--- src/rtl/freq_meter.sv ---
// Frequency / period meter for a looped-back square wave.
// Ports: clk, rst (async high), en, sig_in (async) ->
//   freq_count/freq_valid/ovf (gated edge count),
//   period/period_valid/no_signal (rise-to-rise distance).
module freq_meter #(
   parameter int unsigned GATE_CYCLES = 60000000,
   parameter int          CNT_W       = 26,
   parameter int          PER_W       = 26
) (
   input  logic             clk,
   input  logic             rst,
   input  logic             en,
   input  logic             sig_in,
   output logic [CNT_W-1:0] freq_count,
   output logic             freq_valid,
   output logic             ovf,
   output logic [PER_W-1:0] period,
   output logic             period_valid,
   output logic             no_signal
);

   localparam logic [31:0] GATE_LAST =
      32'(GATE_CYCLES - 1);
   localparam logic [CNT_W-1:0] CNT_MAX =
      {CNT_W{1'b1}};
   localparam logic [PER_W-1:0] PER_MAX =
      {PER_W{1'b1}};

   typedef enum logic {
      IDLE = 1'b0,
      GATE = 1'b1
   } state_t;

   state_t           state;
   state_t           state_nxt;
   logic             win_end;
   logic             run;
   logic             sync1;
   logic             sync2;
   logic             prev;
   logic             rise;
   logic [31:0]      gate_cnt;
   logic [CNT_W-1:0] edge_cnt;
   logic [CNT_W-1:0] cnt_next;
   logic             sat;
   logic             sat_next;
   logic [PER_W-1:0] timer;
   logic             have_edge;

   always_ff @(posedge clk or posedge rst) begin
      if (rst) begin
         sync1 <= 1'b0;
         sync2 <= 1'b0;
         prev  <= 1'b0;
      end else begin
         sync1 <= sig_in;
         sync2 <= sync1;
         prev  <= sync2;
      end
   end

   assign rise = sync2 & ~prev;

   always_ff @(posedge clk or posedge rst) begin
      if (rst) state <= IDLE;
      else     state <= state_nxt;
   end

   always_comb begin
      state_nxt = state;
      win_end   = 1'b0;
      case (state)
         IDLE: begin
            if (en) state_nxt = GATE;
         end
         GATE: begin
            if (!en)
               state_nxt = IDLE;
            else if (gate_cnt == GATE_LAST)
               win_end = 1'b1;
         end
         default: state_nxt = IDLE;
      endcase
   end

   assign run = (state == GATE) && en;

   // Count including this cycle's rise, so a rise
   // in the closing cycle lands in the report.
   always_comb begin
      cnt_next = edge_cnt;
      if (rise && (edge_cnt != CNT_MAX))
         cnt_next = edge_cnt + CNT_W'(1);
   end

   // A count pinned at max means the true count
   // may be higher, so reaching it flags overflow.
   assign sat_next = sat | (cnt_next == CNT_MAX);

   always_ff @(posedge clk or posedge rst) begin
      if (rst) begin
         gate_cnt   <= '0;
         edge_cnt   <= '0;
         sat        <= 1'b0;
         freq_count <= '0;
         freq_valid <= 1'b0;
         ovf        <= 1'b0;
      end else begin
         freq_valid <= win_end;
         if (win_end) begin
            freq_count <= cnt_next;
            ovf        <= sat_next;
         end
         if (run && !win_end) begin
            gate_cnt <= gate_cnt + 32'd1;
            edge_cnt <= cnt_next;
            sat      <= sat_next;
         end else begin
            gate_cnt <= '0;
            edge_cnt <= '0;
            sat      <= 1'b0;
         end
      end
   end

   // Timer restarts at 1 on a rise, so at the next
   // rise it holds the exact rise-to-rise distance.
   always_ff @(posedge clk or posedge rst) begin
      if (rst) begin
         timer        <= '0;
         have_edge    <= 1'b0;
         period       <= '0;
         period_valid <= 1'b0;
         no_signal    <= 1'b0;
      end else begin
         period_valid <= 1'b0;
         if (!en) begin
            timer     <= '0;
            have_edge <= 1'b0;
         end else if (rise) begin
            timer     <= PER_W'(1);
            have_edge <= 1'b1;
            no_signal <= 1'b0;
            if (have_edge) begin
               period       <= timer;
               period_valid <= 1'b1;
            end
         end else if (timer == PER_MAX) begin
            no_signal <= 1'b1;
            have_edge <= 1'b0;
         end else begin
            timer <= timer + PER_W'(1);
         end
      end
   end

endmodule

--- config.mk ---
export PLATFORM = sky130hd
export DESIGN_NAME = freq_meter
export DESIGN_NICKNAME = d
export VERILOG_FILES = /design/src/rtl/freq_meter.sv
export SDC_FILE = /design/constraint.sdc
export NUM_CORES = 1
export LEC_CHECK = 0
export ABC_CLOCK_PERIOD_IN_PS = 6670
export CORE_ASPECT_RATIO = 0.5
export CORE_UTILIZATION = 45
export CTS_CLUSTER_DIAMETER = 100
export DETAILED_ROUTE_END_ITERATION = 16
export PLACE_DENSITY = 0.67
export SLEW_MARGIN = 15
export SYNTH_ARGS = -nofsm -noshare
export SYNTH_HDL_FRONTEND = slang
export SYNTH_SLANG_ARGS = --single-unit
--- constraint.sdc ---
create_clock -name clk -period 6.67 [get_ports clk]
set_input_delay 1.334 -clock clk [delete_from_list [all_inputs] [get_ports clk]]
set_output_delay 1.334 -clock clk [all_outputs]
set_load 0.02 [all_outputs]
==> metrics.csv, run 1 <==
stage,metric,value,unit
cts,Post-CTS Setup Bufs,0,
cells_and_area,Post-Layout Cell Count,922,
sta,Tmin final,4.15,ns
place,HPWL after DPL,9400,um
drt,drt initial violations,304,
global_route,largest net degree at the start of global routing,92,
logic_synthesis,Synth async-reset ratio,100,%
floorplanning,total core area,14500,sq um
sta,clk_skew,0.0125,ns
drt,final WL,14300,um
cts,CTS max path bufs,2,
power,Worst VDD drop,0.157,mV
logic_synthesis,number of synthesized flops with an enable pin,0,
place,Final Wtd Congestion,0.893,
sta,Slew Limit Fails,0,
sta,Fmax,0.241,GHz
cts,# hold bufs at CTS,0,
cells_and_area,area growth from synthesis to layout,19.9,%
setup_path,Worst EP required,6.95,ns
logic_synthesis,synthesized area per cell,10.2,sq um
cells_and_area,most frequent cells in the layout,"dfrtp_1 (146), nor2_1 (118), clkdlybuf4s50_1 (59)",
cells_and_area,total area of sequential cells,3650,sq um
logic_synthesis,YS warnings,0,
sta,RSZ-0062 raised after global routing,no,
cts,H-tree depth,4,
sta,fin crit share,62.2,%
drt,Pre-antenna DRT Iters,5,
global_route,vias in the first global route,4730,
place,IO Port Bufs,59,
logic_synthesis,Syn Nets,660,
cts,CTS tree,yes,
logic_synthesis,Seq cells post-synth,146,
cells_and_area,antenna cells,0,
global_route,remaining global-route overflow,0,
drt,routed vias,4953,
floorplanning,Die Wd,174,um
sta,Slew @ Worst Pin,0.846,ns
place,placed cells,892,
floorplanning,die height,88.2,um
sta,worst hold slack,0.350,ns
logic_synthesis,Post-Syn Instances,653,
setup_path,maximum fanout along the worst path,47,
floorplanning,num ports,60,
cells_and_area,Nets,720,
setup_path,Setup crit start kind,primary input,
cts,number of gates resized after CTS,0,
sta,final setup violation count,0,
cts,CTS Buf Count,17,
power,pwr dens,235,nW/um^2
setup_path,CP Class,primary input to register,
floorplanning,Initial Util,46.1,%
sta,final hold vios,0,
run,MaxCap Viol Count,0,
cts,clock latency on the worst-skew pair,0.41,ns
logic_synthesis,Synth cell types,55,
cts,"CTS clk-pin slew, worst paths",0.06,ns
drt,WL per Instance,15.6,um
logic_synthesis,post-synthesis sequential area ratio,54.6,%
sta,Rel. slew slack,43.5,%
floorplanning,# rows,31,
hold_path,HP Class,register to register,
drt,Remaining DRCs,0,
status,status,"complete, no violations",
cts,Clock Sinks,146,
cells_and_area,"commonest non-fill, non-tap cell in the layout",dfrtp_1,
drt,via/cell ratio,5.37,
drt,Post-DRT Antenna Nets,0,
global_route,first-pass GRT wire length,23900,um
cts,CTS root buffer,clkbuf_16,
floorplanning,total die area,15400,sq um
cells_and_area,Fill cells,1258,
global_route,initial antenna violation count,0,
sta,post-route setup TNS,0,ns
global_route,GRT Overall Usage,19.7,%
setup_path,Setup crit end kind,register,
logic_synthesis,ys flop type,dfrtp_1,
setup_path,WP data arrival,4.43,ns
logic_synthesis,Synth Cell Area,6690,sq um
cells_and_area,layout cell share with drive strength beyond 1,9.25,%
cells_and_area,multi-input logic area,2880,sq um
power,Lkg Pwr,3.33,nW
[worst max-delay path: stages]
cell,delay [ns]
clkdlybuf4s50_1,0.73
nand4_1,0.14
nor4_1,0.18
and3_2,0.78
inv_2,0.17
nand3_2,0.49
buf_4,0.39
or3_1,0.16
o21ai_1,0.05
[where the power goes]
part / leakage (nW) / internal, mW / switching [mW]
Combinational: 1.03 / 0.0142 / 0.0384
Sequential: 2.03 / 0.892 / 0.00481
Clock: 0.269 / 0.575 / 0.361
[Yosys cell counts, types with 13 or more instances]
library cell,number,area share [%]
and3_1,13,1.2
nand3_1,28,2.1
nor2_1,118,6.6
xor2_1,28,3.7
xnor2_1,33,4.3
o21ai_0,16,1.2
a21oi_1,35,2.6
dfrtp_1,146,55
mux2_2,23,3.9
nand2_1,48,2.7
nand4_1,26,2.4
[cells by family (layout without fill, tap and decap cells)]
group / count (synthesis) / in the layout / synth area share [%]
flip-flops: 146 / 146 / 54.6
AO/OA/AOI/OAI: 71 / 71 / 6.21
multiplexers: 30 / 30 / 4.96
adder cells (fa/ha/maj): 3 / 3 / 0.561
XOR/XNOR: 61 / 61 / 7.98
AND/OR/NAND/NOR: 309 / 309 / 23.3
buffers and inverters: 33 / 104 / 2.37
[worst paths after layout]
path                         startpoint        endpoint  slack (ns)  cells after the start
min                               sync1           sync2        0.35                      0
max                                  en             sat        2.52                      9
max reg2reg                gate_cnt[19]             sat        3.29                      8
max in group asynchronous           rst        timer[0]        4.00                      3
min in group asynchronous           rst  freq_count[21]        1.45                      2
min reg2reg                       sync1           sync2        0.35                      0
[state kept, by name (all words and copies together), names as in the netlist]
signal / cells
edge_cnt: 26
freq_count: 26
freq_valid: 1
gate_cnt: 32
have_edge: 1
no_signal: 1
ovf: 1
period: 26
period_valid: 1
prev: 1
sat: 1
state: 1
sync1: 1
sync2: 1
timer: 26
[layer usage]
metal / up-vias / wire length [um] / global-route usage [%] / part of all wire (%)
li1: 2397 / - / - / -
met2: 90 / 6480 / 31.2 / 45
met5: - / 0 / 0 / 0
met4: 0 / 121 / 5.90 / 0.84
met1: 2454 / 7280 / 28.0 / 51
met3: 12 / 468 / 3.69 / 3.3
[through the flow]
step                cell area [sq um]  total power, mW  setup WS [ns]  utilization (%)
global placement                 7450            0.967           2.14             51.3
global route                     8030             1.95           2.19             55.3
floorplan                        6690            0.948           1.41                -
finish                           8030             1.89           2.52             55.3
CTS                              8030             1.91           2.47             55.3
detailed placement               7450            0.968           2.05             51.3
[final cells by class]
type | instances | share of cell area, %
clock inverters | 9 | 1.34
multi-input cells | 474 | 35.9
inverters | 11 | 0.577
clock buffers | 21 | 5.86
well taps | 198 | 3.09
flip-flops and latches | 146 | 45.5
repair buffers | 63 | 7.73
(Power assumes the default switching activity.)
==> inputs of run 2 (changes only) <==
--- a/config.mk
+++ b/config.mk
@@ -5,12 +5,12 @@
 export SDC_FILE = /design/constraint.sdc
 export NUM_CORES = 1
 export LEC_CHECK = 0
-export ABC_CLOCK_PERIOD_IN_PS = 6670
+export ABC_CLOCK_PERIOD_IN_PS = 3400
 export CORE_ASPECT_RATIO = 0.5
 export CORE_UTILIZATION = 45
 export CTS_CLUSTER_DIAMETER = 100
 export DETAILED_ROUTE_END_ITERATION = 16
-export PLACE_DENSITY = 0.67
+export PLACE_DENSITY = 0.69
 export SLEW_MARGIN = 15
 export SYNTH_ARGS = -nofsm -noshare
 export SYNTH_HDL_FRONTEND = slang
==> constraint.sdc (replaced) <==
create_clock -name clk -period 3.4 [get_ports clk]
set_input_delay 0.68 -clock clk [delete_from_list [all_inputs] [get_ports clk]]
set_output_delay 0.68 -clock clk [all_outputs]
set_load 0.02 [all_outputs]
==> metrics.csv, run 2 (synthesis gave the netlist of run 1 again) <==
stage,metric,value,unit
status,status,"complete, no violations",
setup_path,cell family with most CP delay,simple AND/OR/NAND/NOR gates,
cts,clock latency on the worst-skew pair,0.42,ns
global_route,remaining global-route overflow,0,
cts,CTS Buf Count,17,
cts,"CTS clk-pin slew, worst paths",0.06,ns
sta,Tmin final,2.91,ns
setup_path,most frequent CP cell,nand4_1,
global_route,vias in the first global route,4898,
setup_path,Setup crit end kind,register,
cts,CTS root buffer,clkbuf_16,
global_route,GRT Overall Usage,20.5,%
sta,RSZ-0062 raised after global routing,no,
place,Placed Area,7560,sq um
cells_and_area,fin area,8180,sq um
setup_path,maximum fanout along the worst path,8,
setup_path,Worst EP required,3.75,ns
floorplanning,die height,88.2,um
cts,CTS max path bufs,2,
drt,final WL,14700,um
sta,Slew Limit Fails,0,
setup_path,crit-path max cell delay,0.51,ns
power,Total Power,3.87,mW
sta,Slew @ Worst Pin,0.844,ns
drt,WL per Instance,15.8,um
run,MaxCap Viol Count,0,
setup_path,WP data arrival,3.26,ns
cells_and_area,most frequent cells in the layout,"dfrtp_1 (146), nor2_1 (118), clkdlybuf4s50_1 (59)",
cells_and_area,Top reg by flops,gate_cnt,
cts,Clock Sinks,146,
global_route,largest net degree at the start of global routing,58,
global_route,initial antenna violation count,0,
drt,routed vias,4961,
power,Lkg Pwr,3.41,nW
cells_and_area,total area of sequential cells,3650,sq um
hold_path,HP Class,register to register,
sta,fin crit share,85.7,%
floorplanning,num ports,60,
cts,number of gates resized after CTS,0,
setup_path,Crit-path slowest cell,nor3_1,
setup_path,Setup crit start kind,register,
drt,Post-DRT Antenna Nets,0,
global_route,first-pass GRT wire length,24900,um
setup_path,R2R setup slack,0.49,ns
sta,Fmax,0.343,GHz
setup_path,CP Class,register to register,
place,worst slack at placement,0.563,ns
sta,post-route setup TNS,0,ns
floorplanning,Initial Util,46.1,%
cells_and_area,multi-input logic area,2880,sq um
cells_and_area,layout cell share with drive strength beyond 1,10.4,%
sta,Setup WS post-layout,0.488,ns
drt,drt initial violations,324,
cells_and_area,"commonest non-fill, non-tap cell in the layout",dfrtp_1,
sta,final hold vios,0,
cts,Post-CTS Setup Bufs,0,
cells_and_area,Post-Layout Cell Count,932,
place,HPWL after DPL,10200,um
place,placed cells,900,
sta,final setup violation count,0,
cts,# hold bufs at CTS,0,
drt,Remaining DRCs,0,
floorplanning,total die area,15400,sq um
floorplanning,total core area,14500,sq um
cells_and_area,area growth from synthesis to layout,22.3,%
sta,worst hold slack,0.346,ns
floorplanning,Die Wd,174,um
drt,via/cell ratio,5.32,
cells_and_area,Nets,728,
drt,Pre-antenna DRT Iters,5,
cts,H-tree depth,4,
setup_path,cells along the critical path,ha_1 -> nand4_1 -> nor3_1 -> a21oi_1 -> mux2_2 -> a2111oi_0 -> nand4_1 -> o21ai_1,
cells_and_area,antenna cells,0,
place,Final Wtd Congestion,0.888,
setup_path,worst path bufs/invs,0,
cts,CTS tree,yes,
power,Worst VDD drop,0.385,mV
cells_and_area,max reg flops,32,
cells_and_area,final core occ,56.4,%
sta,clk_skew,0.0153,ns
floorplanning,# rows,31,
cells_and_area,Fill cells,1275,
sta,Rel. slew slack,43.6,%
power,pwr dens,472,nW/um^2
place,IO Port Bufs,59,
==> run 2: layout make-up <==
| class | instances | area share, % |
|---|---|---|
| inverters | 11 | 0.550 |
| multi-input cells | 474 | 35.2 |
| clock inverters | 12 | 2.20 |
| well taps | 198 | 3.03 |
| clock buffers | 20 | 5.46 |
| flip-flops and latches | 146 | 44.6 |
| repair buffers | 71 | 8.93 |
==> run 2: per-layer routing <==
| metal | wire, um | global-route usage, % |
|---|---|---|
| met5 | 0 | 0 |
| met4 | 71 | 6.06 |
| met3 | 702 | 3.99 |
| met1 | 7210 | 27.7 |
| met2 | 6730 | 34.2 |
==> run 2: final timing paths <==
path | startpoint | end | depth (start not counted)
min reg2reg | sync1 | sync2 | 0
max | edge_cnt[0] | sat | 8
min | sync1 | sync2 | 0
min in group asynchronous | rst | freq_count[21] | 2
max in group asynchronous | rst | gate_cnt[24] | 3
max reg2reg | edge_cnt[0] | sat | 8
==> run 2: worst reg2reg max path: stages, from the launching register on <==
cell and delay (ns):
dfrtp_1 0.43, ha_1 0.29, nand4_1 0.19, nor3_1 0.52, a21oi_1 0.36, mux2_2 0.38, a2111oi_0 0.35, nand4_1 0.17
o21ai_1 0.15
==> run 2: report_power, final <==
part | leakage, nW | switching, mW | total [mW] | internal [mW]
clock | 0.301 | 0.739 | 1.99 | 1.25
combinational | 1.09 | 0.0782 | 0.114 | 0.0357
sequential | 2.03 | 0.00884 | 1.76 | 1.75
total | 3.41 | 0.826 | 3.87 | 3.04
